$ cat config.mk
export PLATFORM = sky130hd
export DESIGN_NAME = regfile_dual_read
export DESIGN_NICKNAME = d
export VERILOG_FILES = /design/src/rtl/regfile_pkg.sv /design/src/rtl/dff_en_ar.sv /design/src/rtl/regfile_dual_read.sv
export SDC_FILE = /design/constraint.sdc
export NUM_CORES = 1
export LEC_CHECK = 0
export BUFFER_PORTS_ARGS = -buffer_cell sky130_fd_sc_hd__buf_2
export CORE_MARGIN = 5
export CORE_UTILIZATION = 35
export DETAILED_ROUTE_END_ITERATION = 12
export PLACE_DENSITY_LB_ADDON = 0.3
export SYNTH_ARGS = -nofsm -noshare
export SYNTH_HDL_FRONTEND = slang
export SYNTH_SLANG_ARGS = --single-unit
$ cat constraint.sdc
create_clock -name clk -period 3 [get_ports clk]
set_clock_uncertainty 0.1 [all_clocks]
set_input_delay 0.3 -clock clk [delete_from_list [all_inputs] [get_ports clk]]
set_output_delay 0.3 -clock clk [all_outputs]
set_load 0.05 [all_outputs]
$ cat src/rtl/regfile_pkg.sv
// Shared definitions for the dual-read register file.
// Contents:
//   DEFAULT_WIDTH / DEFAULT_NREGS - default datapath width and register count
//   RESET_VALUE                   - all-zeros reset value, DEFAULT_WIDTH bits
//   idx_width(n)                  - index width max(1, clog2(n)), n in 1..32
package regfile_pkg;

  localparam int DEFAULT_WIDTH = 16;
  localparam int DEFAULT_NREGS = 8;

  localparam logic [DEFAULT_WIDTH-1:0] RESET_VALUE = '0;

  // Bounded loop so the function elaborates as a constant in any tool.
  function automatic int idx_width(input int n);
    int w;
    w = 1;
    for (int i = 1; i <= 5; i++) begin
      if ((1 << i) < n) w = i + 1;
    end
    return w;
  endfunction

endpackage

$ cat src/rtl/dff_en_ar.sv
// Parametrised-width D flip-flop with load enable and asynchronous
// active-low clear.
// Ports:
//   clk   - rising-edge clock
//   rst_n - asynchronous active-low clear to RST_VAL
//   en    - load enable; q holds when low
//   d     - data in (W bits)
//   q     - registered data out (W bits)
module dff_en_ar #(
  parameter int             W       = 1,
  parameter logic [W-1:0]   RST_VAL = '0
) (
  input  logic         clk,
  input  logic         rst_n,
  input  logic         en,
  input  logic [W-1:0] d,
  output logic [W-1:0] q
);

  // NOTE: sequential state uses non-blocking assignment so every flop
  // samples pre-edge values regardless of process evaluation order.
  always_ff @(posedge clk or negedge rst_n) begin
    if (!rst_n) begin
      q <= RST_VAL;
    end else if (en) begin
      q <= d;
    end
  end

endmodule

$ cat src/rtl/regfile_dual_read.sv
// Parametrised register file: NREGS x WIDTH, one synchronous write port,
// two independent combinational read ports with write-first forwarding,
// each feeding an enabled output register (A, B) for the ALU operands.
// Ports:
//   clk, rst_n            - clock, asynchronous active-low reset
//   write, writenum       - write enable and destination index
//   data_in               - write data
//   readnum_a, readnum_b  - source indices for ports A and B
//   loada, loadb          - capture enables for A and B
//   A, B                  - latched operands
// Indices >= NREGS: writes are dropped, reads return 0.
// Optional build macro REGFILE_ZERO_R0_EN: register 0 is hardwired to zero,
// writes to it are dropped and never forwarded; no storage is built for it.
module regfile_dual_read
  import regfile_pkg::*;
#(
  parameter  int WIDTH = DEFAULT_WIDTH,
  parameter  int NREGS = DEFAULT_NREGS,
  localparam int AW    = idx_width(NREGS)
) (
  input  logic             clk,
  input  logic             rst_n,
  input  logic             write,
  input  logic [AW-1:0]    writenum,
  input  logic [WIDTH-1:0] data_in,
  input  logic [AW-1:0]    readnum_a,
  input  logic [AW-1:0]    readnum_b,
  input  logic             loada,
  input  logic             loadb,
  output logic [WIDTH-1:0] A,
  output logic [WIDTH-1:0] B
);

  localparam logic [WIDTH-1:0] RST_VAL = WIDTH'(RESET_VALUE);

`ifdef REGFILE_ZERO_R0_EN
  localparam int FIRST_REG = 1;  // register 0 is a constant zero
`else
  localparam int FIRST_REG = 0;
`endif

  logic [WIDTH-1:0] regs [NREGS];
  logic             wr_ok;
  logic [WIDTH-1:0] rd_a;
  logic [WIDTH-1:0] rd_b;

  // A write is effective only for an index that has real storage.
  // NOTE: every always_comb output gets a default first so no path can
  // leave it unassigned and infer a latch.
  always_comb begin
    wr_ok = 1'b0;
    for (int i = FIRST_REG; i < NREGS; i++) begin
      if (writenum == AW'(i)) wr_ok = write;
    end
  end

  // Storage: each register is its own resettable flop, so the whole file
  // clears asynchronously with rst_n.
  for (genvar i = 0; i < NREGS; i++) begin : g_reg
    if (i < FIRST_REG) begin : g_zero
      assign regs[i] = RST_VAL;
    end else begin : g_ff
      dff_en_ar #(.W(WIDTH), .RST_VAL(RST_VAL)) u_reg (
        .clk   (clk),
        .rst_n (rst_n),
        .en    (wr_ok && (writenum == AW'(i))),
        .d     (data_in),
        .q     (regs[i])
      );
    end
  end

  // Read with out-of-range -> 0, then write-first bypass so a capture on
  // the writing edge already sees the new value.
  function automatic logic [WIDTH-1:0] read_port(input logic [AW-1:0] sel);
    logic [WIDTH-1:0] val;
    val = '0;
    for (int i = 0; i < NREGS; i++) begin
      if (sel == AW'(i)) val = regs[i];
    end
    if (wr_ok && (writenum == sel)) val = data_in;
    return val;
  endfunction

  always_comb begin
    rd_a = read_port(readnum_a);
    rd_b = read_port(readnum_b);
  end

  dff_en_ar #(.W(WIDTH), .RST_VAL(RST_VAL)) u_a (
    .clk   (clk),
    .rst_n (rst_n),
    .en    (loada),
    .d     (rd_a),
    .q     (A)
  );

  dff_en_ar #(.W(WIDTH), .RST_VAL(RST_VAL)) u_b (
    .clk   (clk),
    .rst_n (rst_n),
    .en    (loadb),
    .d     (rd_b),
    .q     (B)
  );

endmodule

==> flow_summary_export.csv <==
group,metric,value,unit
clocking,cts_tree,"yes",
drt,ant_nets,0,
drt,drt-vias-per-instance,5.44,
worst_setup_path,cp-start-kind,"input port",
clocking,clkSinkCount,160,
logic_synthesis,yosysMostFrequentCell,"dfrtp_1",
floorplan,dieArea,0.0292,mm²
sta,drv_slew,0,
worst_hold_path,hp-class,"in -> reg",
logic_synthesis,yosysTopAreaCell,"dfrtp_1",
sta,hold_viol_final,0,
logic_synthesis,ys.flop_type,"dfrtp_1",
worst_setup_path,crit_fanout,31,
layout,nets,815,
layout,drive_gt1_share,39.6,%
layout,final_util,40.1,%
power_and_ir_drop,power_density,690,mW/mm²
logic_synthesis,ys_seq_area_share,44.3,%
drt,avgRoutedWirePerCell,21.9,µm
sta,slew_headroom,54.6,%
drt,first_iter_violations,334,
logic_synthesis,synth_top_area_share,44.3,%
power_and_ir_drop,net-switching-power,2270,µW
clocking,cts-hold-fix-buffers,1,
power_and_ir_drop,swShare,32.4,%
floorplan,row_count,58,
power_and_ir_drop,pwr-share-comb,26.4,%
drt,drt-total-wl,24700,µm
drt,drc,0,
place,port-buffer-count,61,
logic_synthesis,netlist_area,0.00904,mm²
logic_synthesis,syn_nets,777,
clocking,htreeDepth,4,
worst_setup_path,crit_path_end_kind,"flip-flop",
clocking,cts_inserted_buffers,17,
floorplan,core,0.0253,mm²
drt,dr.pass1.iters,4,
drt,via_count,6126,
layout,antenna_cells,0,
sta,period_share,60.7,%
sta,max_freq,0.549,GHz
logic_synthesis,ys_top_cells_by_area,"dfrtp_1, mux2_2, mux4_2",
power_and_ir_drop,internal_power,4740,µW
worst_setup_path,worstSetupPathType,"in -> reg",
logic_synthesis,yosys_warnings,0,
clocking,cts.path.max_buffers,2,
grt,grt_usage,17.8,%
clocking,cts_resized,0,
logic_synthesis,ys_types,53,
worst_setup_path,cp-startpoint,"readnum_b[0]",
floorplan,die_y,171,µm
place,hpwl,16300,µm
run,drv_cap,0,
logic_synthesis,synthTopCellsByCount,"dfrtp_1, mux2_2, mux2i_1",
grt,grt_pass1_vias,6542,
place,dp.cells,1095,
grt,grt_max_degree,60,
logic_synthesis,synth_edf_count,0,
floorplan,start_util,35.7,%
sta,setup-tns-final,0,ns
sta,rsz0062_at_grt,"no",
worst_setup_path,cp_data_required_time,3.18,ns
grt,grt_pass1_wl,39700,µm
sta,setup_viol,0,
logic_synthesis,syn-instance-count,747,
layout,final_cells,1127,
worst_hold_path,min-delay-start,"data_in[12]",
clocking,cts-root-buf,"clkbuf_16",
logic_synthesis,avgSynthCellArea,12.1,µm²
grt,grt_antenna_before_repair,0,
power_and_ir_drop,p_seq_share,42.9,%
worst_setup_path,reg2reg_from,"g_reg[4].g_ff.u_reg.q[13]",
logic_synthesis,synthArstFlopShare,100,%
sta,period_needed,1.82,ns
logic_synthesis,ys_ff_latch,160,
sta,worst_slew_pin_slew,0.681,ns
clocking,cts_setup_buffers,0,
clocking,insertion_delay,0.42,ns
run_status,status,"completed",
floorplan,pin_count,62,
power_and_ir_drop,p_leak,0.00435,µW
power_and_ir_drop,clock_power_share,30.7,%
worst_setup_path,critPathArrivalTime,2.00,ns
grt,grt.overflow.total,0,
floorplan,die_w,171,µm
clocking,path_clk_slew,0.07,ns
layout,area_growth,12.3,%
place,gp_congestion,0.773,
power_and_ir_drop,ir_drop,0.395,mV
==> per-stage QoR <==
stage	hold slack (ns)	cell area [µm²]	power (µW)	worst slack, ns
3_3_place_gp	0.168	9570	4870	0.795
6_report	0.135	10200	7010	1.18
4_1_cts	0.119	10200	7100	1.20
3_5_place_dp	0.171	9570	4910	0.748
2_1_floorplan	-0.0956	9040	4400	1.29
5_1_grt	0.142	10200	7400	1.06
==> layout by cell type (no fill, tap or decap), drive strengths merged, types with 19 or more instances in the layout <==
| master | netlist | layout |
|---|---|---|
| mux4 | 20 | 20 |
| mux2i | 42 | 42 |
| o21ai | 34 | 34 |
| o22ai | 19 | 19 |
| mux2 | 166 | 166 |
| buf | 61 | 92 |
| dfrtp | 160 | 160 |
| nand2 | 38 | 38 |
| clkbuf | 13 | 19 |
| nor2 | 41 | 41 |
==> worst paths after layout <==
| path | to | slack, ns | depth (start not counted) |
|---|---|---|---|
| max | u_b.q[6] | 1.18 | 7 |
| min | g_reg[2].g_ff.u_reg.q[12] | 0.14 | 2 |
| max reg2reg | u_a.q[13] | 1.43 | 5 |
| min reg2reg | u_b.q[3] | 0.40 | 1 |
| max in group asynchronous | g_reg[2].g_ff.u_reg.q[4] | 1.72 | 3 |
| min in group asynchronous | g_reg[2].g_ff.u_reg.q[15] | 0.28 | 2 |
==> layout make-up <==
class / count / area (µm²)
multi-input combinational: 498 / 4500
clock buffer: 19 / 443
tap: 330 / 413
sequential: 160 / 4000
inverter: 15 / 56.3
fill: 2415 / 15200
clock inverter: 12 / 135
timing repair buffer: 93 / 604
==> kinds of logic (layout without fill, tap and decap cells) <==
group           count (synthesis)  count (layout)  synth area share, %
mux                           228             228                 30.3
flops                         160             160                 44.3
simple gates                  135             135                 8.36
compound gates                129             129                 10.6
buf+inv                        89             139                 5.94
xor+xnor                        6               6                0.581
==> critical path, stage by stage <==
cell and delay (ns):
buf_2 0.49, buf_12 0.29, and4bb_2 0.25, nor4_2 0.26
a222oi_1 0.15, a21oi_1 0.17, o22ai_1 0.08
==> power groups by stage <==
stage / clock network [µW] / registers, µW / logic, µW
5_1_grt: 2300 / 3080 / 2020
6_report: 2150 / 3000 / 1850
3_3_place_gp: 0 / 3030 / 1850
3_5_place_dp: 0 / 3040 / 1870
2_1_floorplan: 0 / 3270 / 1130
4_1_cts: 2220 / 3000 / 1880
==> state kept, by name, indices dropped and copies added (netlist names) <==
name and cells:
g.g_ff.u_reg.q 128, u_a.q 16, u_b.q 16
==> per-layer routing <==
metal / GRT usage (%) / vias to the layer above / routed length [µm]
li1: - / 2819 / -
met1: 25.0 / 3155 / 11200
met2: 27.8 / 127 / 11800
met3: 3.67 / 25 / 1240
met4: 5.31 / 0 / 464
met5: 0 / - / 0
Note: power is estimated with default switching activity, not from simulation.
